`config.mk`:
```
export PLATFORM = sky130hd
export DESIGN_NAME = adder_bist
export DESIGN_NICKNAME = d
export VERILOG_FILES = /design/src/rtl/adder_bist_pkg.sv /design/src/rtl/adder_bist_lfsr.sv /design/src/rtl/adder_bist.sv
export SDC_FILE = /design/constraint.sdc
export NUM_CORES = 1
export LEC_CHECK = 0
export ABC_AREA = 1
export BUFFER_PORTS_ARGS = -buffer_cell sky130_fd_sc_hd__buf_2
export CORE_MARGIN = 3
export CORE_UTILIZATION = 50
export DETAILED_ROUTE_END_ITERATION = 6
export HOLD_SLACK_MARGIN = 0.06
export PLACE_DENSITY = 0.69
export SLEW_MARGIN = 20
export SYNTH_ARGS = -nofsm -noshare
export SYNTH_HDL_FRONTEND = slang
export SYNTH_SLANG_ARGS = --single-unit
```
`constraint.sdc`:
```
create_clock -name clk -period 2.5 [get_ports clk]
set_input_delay 0.125 -clock clk [delete_from_list [all_inputs] [get_ports clk]]
set_output_delay 0.125 -clock clk [all_outputs]
set_load 0.02 [all_outputs]
```
`src/rtl/adder_bist_pkg.sv`:
```
// Shared state encoding and constants for the adder BIST controller.
package adder_bist_pkg;

  typedef enum logic [2:0] {IDLE, DRIVE, SETTLE, CHECK, DONE} bist_state_e;

  localparam int          ERR_W          = 8;
  localparam logic [31:0] BIST_LFSR_POLY = 32'h8020_0003;

endpackage

```
`src/rtl/adder_bist_lfsr.sv`:
```
// 32-bit right-shifting Galois LFSR with synchronous load and step.
// Only built when ADDER_BIST_LFSR_EN is defined (pseudo-random vector mode).
`ifdef ADDER_BIST_LFSR_EN
module adder_bist_lfsr
  import adder_bist_pkg::*;
#(
  parameter logic [31:0] SEED = 32'hACE1_0001
) (
  input  logic        clk,
  input  logic        reset,
  input  logic        load_i,
  input  logic        step_i,
  output logic [31:0] state_o
);

  logic [31:0] state_q, state_d;

  always_comb begin
    state_d = state_q;
    if (load_i)
      state_d = SEED;
    else if (step_i)
      state_d = state_q[0] ? ((state_q >> 1) ^ BIST_LFSR_POLY) : (state_q >> 1);
  end

  always_ff @(posedge clk) begin
    if (reset) state_q <= SEED;
    else       state_q <= state_d;
  end

  assign state_o = state_q;

endmodule
`endif

```
`src/rtl/adder_bist.sv`:
```
// BIST controller: sweeps {a,b,cin} into an adder, checks sum/cout against a+b+cin.
// ADDER_BIST_LFSR_EN selects NUM_VECTORS pseudo-random vectors instead of the exhaustive sweep.
module adder_bist
  import adder_bist_pkg::*;
#(
  parameter int          WIDTH         = 1,
  parameter int          SETTLE_CYCLES = 1,
  parameter int          NUM_VECTORS   = 64,
  parameter logic [31:0] LFSR_SEED     = 32'hACE1_0001
) (
  input  logic               clk,
  input  logic               reset,
  input  logic               start,
  output logic [WIDTH-1:0]   dut_a,
  output logic [WIDTH-1:0]   dut_b,
  output logic               dut_cin,
  input  logic [WIDTH-1:0]   dut_sum,
  input  logic               dut_cout,
  output logic               busy,
  output logic               done,
  output logic               pass,
  output logic [ERR_W-1:0]   err_count,
  output logic [2*WIDTH:0]   first_fail_vec,
  output logic               first_fail_valid
);

  localparam int VW  = 2*WIDTH + 1;
  localparam int SCW = (SETTLE_CYCLES > 1) ? $clog2(SETTLE_CYCLES) : 1;

  bist_state_e      state_q, state_d;
  logic [SCW-1:0]   settle_q, settle_d;
  logic [VW-1:0]    drv_q, drv_d;
  logic [ERR_W-1:0] err_q, err_d;
  logic [VW-1:0]    ffv_q, ffv_d;
  logic             ffval_q, ffval_d;
  logic             busy_q, busy_d;
  logic             done_q, done_d;
  logic             pass_q, pass_d;

  logic             vec_clr, vec_adv, vec_last;
  logic [VW-1:0]    cur_vec;
  logic [WIDTH:0]   golden;
  logic             mism;

`ifdef ADDER_BIST_LFSR_EN
  logic [31:0] lfsr_state;
  logic [31:0] rem_q, rem_d;
  logic        unused_lfsr;

  adder_bist_lfsr #(.SEED(LFSR_SEED)) u_lfsr (
    .clk     (clk),
    .reset   (reset),
    .load_i  (vec_clr),
    .step_i  (state_q == CHECK),
    .state_o (lfsr_state)
  );

  // Run length is tracked separately; the LFSR never reaches a terminal value.
  always_comb begin
    rem_d = rem_q;
    if (vec_clr)      rem_d = 32'(NUM_VECTORS - 1);
    else if (vec_adv) rem_d = rem_q - 32'd1;
  end

  always_ff @(posedge clk) begin
    if (reset) rem_q <= '0;
    else       rem_q <= rem_d;
  end

  assign cur_vec     = lfsr_state[VW-1:0];
  assign vec_last    = (rem_q == '0);
  assign unused_lfsr = ^lfsr_state[31:VW];
`else
  logic [VW-1:0] vec_q, vec_d;
  logic [31:0]   unused_cfg;

  always_comb begin
    vec_d = vec_q;
    if (vec_clr)      vec_d = '0;
    else if (vec_adv) vec_d = vec_q + 1'b1;
  end

  always_ff @(posedge clk) begin
    if (reset) vec_q <= '0;
    else       vec_q <= vec_d;
  end

  assign cur_vec    = vec_q;
  assign vec_last   = &vec_q;
  assign unused_cfg = 32'(NUM_VECTORS) ^ LFSR_SEED;
`endif

  assign golden = {1'b0, dut_a} + {1'b0, dut_b} + {{WIDTH{1'b0}}, dut_cin};
  assign mism   = (golden != {dut_cout, dut_sum});

  always_comb begin
    state_d  = state_q;
    settle_d = settle_q;
    drv_d    = drv_q;
    err_d    = err_q;
    ffv_d    = ffv_q;
    ffval_d  = ffval_q;
    busy_d   = busy_q;
    done_d   = done_q;
    pass_d   = pass_q;
    vec_clr  = 1'b0;
    vec_adv  = 1'b0;
    unique case (state_q)
      IDLE, DONE: begin
        if (start) begin
          state_d = DRIVE;
          vec_clr = 1'b1;
          err_d   = '0;
          ffv_d   = '0;
          ffval_d = 1'b0;
          done_d  = 1'b0;
          pass_d  = 1'b0;
        end
      end
      DRIVE: begin
        drv_d    = cur_vec;
        busy_d   = 1'b1;
        settle_d = '0;
        state_d  = SETTLE;
      end
      SETTLE: begin
        if (settle_q == SCW'(SETTLE_CYCLES - 1)) state_d = CHECK;
        else                                      settle_d = settle_q + 1'b1;
      end
      CHECK: begin
        if (mism) begin
          if (err_q != {ERR_W{1'b1}}) err_d = err_q + 1'b1;
          if (!ffval_q) begin
            ffv_d   = drv_q;
            ffval_d = 1'b1;
          end
        end
        if (vec_last) begin
          state_d = DONE;
          busy_d  = 1'b0;
          done_d  = 1'b1;
          pass_d  = (err_d == '0);
        end else begin
          vec_adv = 1'b1;
          state_d = DRIVE;
        end
      end
      default: state_d = IDLE;
    endcase
  end

  always_ff @(posedge clk) begin
    if (reset) begin
      state_q  <= IDLE;
      settle_q <= '0;
      drv_q    <= '0;
      err_q    <= '0;
      ffv_q    <= '0;
      ffval_q  <= 1'b0;
      busy_q   <= 1'b0;
      done_q   <= 1'b0;
      pass_q   <= 1'b0;
    end else begin
      state_q  <= state_d;
      settle_q <= settle_d;
      drv_q    <= drv_d;
      err_q    <= err_d;
      ffv_q    <= ffv_d;
      ffval_q  <= ffval_d;
      busy_q   <= busy_d;
      done_q   <= done_d;
      pass_q   <= pass_d;
    end
  end

  assign dut_a            = drv_q[VW-1:WIDTH+1];
  assign dut_b            = drv_q[WIDTH:1];
  assign dut_cin          = drv_q[0];
  assign busy             = busy_q;
  assign done             = done_q;
  assign pass             = pass_q;
  assign err_count        = err_q;
  assign first_fail_vec   = ffv_q;
  assign first_fail_valid = ffval_q;

endmodule

```
==> summary.md <==
| Metric | Value |
|---|---|
| Syn_area_per_cell | `between 7 and 8 µm²` |
| Clock transition at the registers of the reported paths | `about 0.14 ns` |
| Synth top area share | `0.358` |
| Relative slew slack | `0.743` |
| Layout Nets | `220` |
| Fin crit share | `0.819` |
| Worst Path Required | `2.77 ns` |
| Final Cell Area | `1490 µm²` |
| Drt drc | `0` |
| Drt wl/cell | `12.2 µm` |
| IO Port Bufs | `22` |
| Crit path DAT | `2.32 ns` |
| Status | `completed` |
| Mapped Area | `between 1000 and 1500 µm²` |
| Fillcell total | `246` |
| Peak Freq | `0.488 GHz` |
| Chip height | `approximately 58 µm` |
| CTS Buf Count | `3` |
| Worst clock skew | `about 0.0070 ns` |
| #FFs+latches synth | `24` |
| Least-Margin Pin Slew | `0.386 ns` |
| Syn nets | `198` |
| First-pass DRT Iterations | `4` |
| Critical Path Start Type | `flop` |
| Die area | `3340 µm²` |
| Detail Placement HPWL | `2.22 mm` |
| R2r worst-path depth | `12` |
| Yosys top cell by area | `dfxtp_1` |
| Reg2reg setup slack | `0.45 ns` |
| Post-synthesis sequential area ratio | `0.358` |
| Setup TNS | `0 ns` |
| Max IR drop VDD | `about 0.00045 V` |
| Layout area overhead | `11.4%` |
| FF-to-FF Start | `drv_q[1]$_SDFFE_PP0P_` |
| Max-slew violations | `0` |
| Largest net degree at the start of global routing | `22` |
| Antenna Cells | `0` |
| Layout cells sized above 1 | `0.205` |
| Fin crit period | `approximately 2.0 ns` |
| Hold WC Path Type | `input pin to flop` |
| Maximum capacitance violations | `0` |
| Critical Setup Path Class | `flop to flop` |
| Yosys cell types | `30` |
| H-tree depth | `1` |
| Critical path launch point | `drv_q[1]$_SDFFE_PP0P_` |
| Hold buffers post-CTS | `0` |
| First-pass GRT wire length | `5.17 mm` |
| Routed WL | `2.93 mm` |
| DR iter-0 viols | `82` |
| DP Area | `1460 µm²` |
| Via density | `5.25` |
| Grt ovf | `0` |
| Clk root buf | `clkbuf_4` |
| Cells after synthesis | `around 190` |
| R2R Path End | `pass$_SDFFE_PP0P_` |
| PwrDens | `619 nW/µm²` |
| CORE AREA | `2520 µm²` |
| CP endpoint | `pass$_SDFFE_PP0P_` |
| Die width | `a little under 60 µm` |
| Post-CTS sizing | `0` |
| Top cells by area, synth | `dfxtp_1 36%, nand2_1 12%, nor2_1 7.0%` |
| Sink Count | `24` |
| RePlAce Congestion | `about 0.86` |
| Antenna violations before repair | `0` |
| Cell row count | `18` |
| Critical path endpoint category | `flop` |
| Overall routing resource usage | `0.197` |
| # IOs | `23` |
| Number of post-CTS setup repair buffers | `0` |
| Ys Warns | `0` |
| Vias in the first global route | `1,241` |
| RSZ-0062 raised after global routing | `false` |
| CTS tree | `done` |
| Starting Density | `0.532` |
| Max Buffers Root-to-Sink | `2` |
| Pleak | `0.701 nW` |
| Clock Latency Late Sink | `0.32 ns` |
| Setup-failing EPs final | `0` |
| Max FO, Critical Path | `17` |
| Via count | `1,260` |
| Post-layout util | `0.592` |
| Final Hold Fails | `0` |
| Antenna Nets Post-Route | `0` |
## routing by layer
metal  track usage  vias up  routed length, µm
li1              -      653                  -
met1         0.217      581               1290
met2         0.360       20               1530
met3        0.0401        6                 62
met4        0.0927        0                 47
met5             0        -                  0
## report_power, final
group | switching, mW | leakage [nW] | internal, mW
Combinational | 0.190 | 0.485 | 0.0871
Sequential | 0.0206 | 0.195 | 0.414
Clock | 0.125 | 0.0210 | 0.0891
## registers in the layout, summed over array words and instances, names as in the netlist
signal,flops
cur_vec,3
err_count,8
first_fail_vec,3
first_fail_valid,1
busy,1
pass,1
done,1
drv_q,3
state_q,3
## worst min-delay path by stage
| stage | depth (start not counted) | start | slack [ns] | endpoint |
|---|---|---|---|---|
| floorplan | 3 | reset | 0.30 | cur_vec[0]$_SDFFE_PP0P_ |
| global placement | 3 | start | 0.41 | state_q[2]$_SDFFE_PP0P_ |
| detailed placement | 3 | start | 0.43 | state_q[2]$_SDFFE_PP0P_ |
| CTS | 3 | start | 0.06 | state_q[2]$_SDFFE_PP0P_ |
| global route | 3 | start | 0.08 | state_q[2]$_SDFFE_PP0P_ |
| finish | 3 | start | 0.07 | state_q[2]$_SDFFE_PP0P_ |
## logic make-up after synthesis
group	Yosys count	synth area share
adders and majority gates	4	0.0429
xor gates and xnor gates	1	0.00653
DFF	24	0.358
AOI/OAI and AO/OA	29	0.132
and+or+nand+nor	104	0.375
buffers and inverters	27	0.0849
## layout make-up
| class | instances | area (µm²) | area share |
|---|---|---|---|
| multi-input combinational | 138 | 747 | 0.500 |
| sequential | 24 | 480 | 0.322 |
| timing repair buffer | 22 | 110 | 0.0737 |
| inverter | 22 | 82.6 | 0.0553 |
| tap | 30 | 37.5 | 0.0251 |
| clock buffer | 4 | 36.3 | 0.0243 |
## synthesized netlist by cell type
master	n
nand3_1	17
buf_2	1
nand2_1	43
nand4_1	3
a2bb2oi_1	3
nor2_1	25
ha_1	3
xnor2_1	1
inv_1	21
o21ai_2	1
buf_4	1
or3b_2	1
nand3b_1	1
or2_1	1
nand2_4	3
dfxtp_1	24
inv_2	1
nand2_2	2
a21oi_1	15
a211oi_1	4
buf_6	1
nand3_2	3
clkbuf_1	2
fa_1	1
nor2_2	1
or2_0	1
nor2_4	2
nor3_2	1
a21oi_2	2
o21ai_0	4
## worst max-delay path, cell delays in order, from the launching register on
cell and delay [ns]:
dfxtp_1 0.38, inv_1 0.08, fa_1 0.53, inv_1 0.05, nand2_1 0.06, nand2_2 0.07, nand2_4 0.18, nor2_1 0.06
a21oi_1 0.21, nand3_2 0.10, nor2_1 0.10, nand2_1 0.07, a21oi_2 0.10
## placed cells by master (no fill, tap or decap)
cell type,synthesis,final
nor2_1,25,25
nor2_2,1,1
ha_1,3,3
clkbuf_8,0,1
nand4_1,3,3
or2_0,1,1
nand3_1,17,17
dfxtp_1,24,24
inv_2,1,1
a21oi_2,2,2
nand3b_1,1,1
nand3_2,3,3
a211oi_1,4,4
o21ai_2,1,1
fa_1,1,1
buf_2,1,22
nor3_2,1,1
or3b_2,1,1
xnor2_1,1,1
inv_1,21,21
o21ai_0,4,4
nand2_4,3,3
a21oi_1,15,15
nor2_4,2,2
or2_1,1,1
clkbuf_4,0,3
a2bb2oi_1,3,3
nand2_1,43,43
nand2_2,2,2
## metrics by stage
step	setup slack, ns	power, mW	instances	hold WS (ns)
2_1_floorplan	0.474	0.665	189	0.303
3_3_place_gp	0.509	0.713	236	0.406
3_5_place_dp	0.458	0.723	236	0.429
4_1_cts	0.436	0.935	240	0.0613
5_1_grt	0.222	0.997	240	0.0789
6_report	0.452	0.925	240	0.0704
Note: power is estimated with default switching activity, not from simulation.
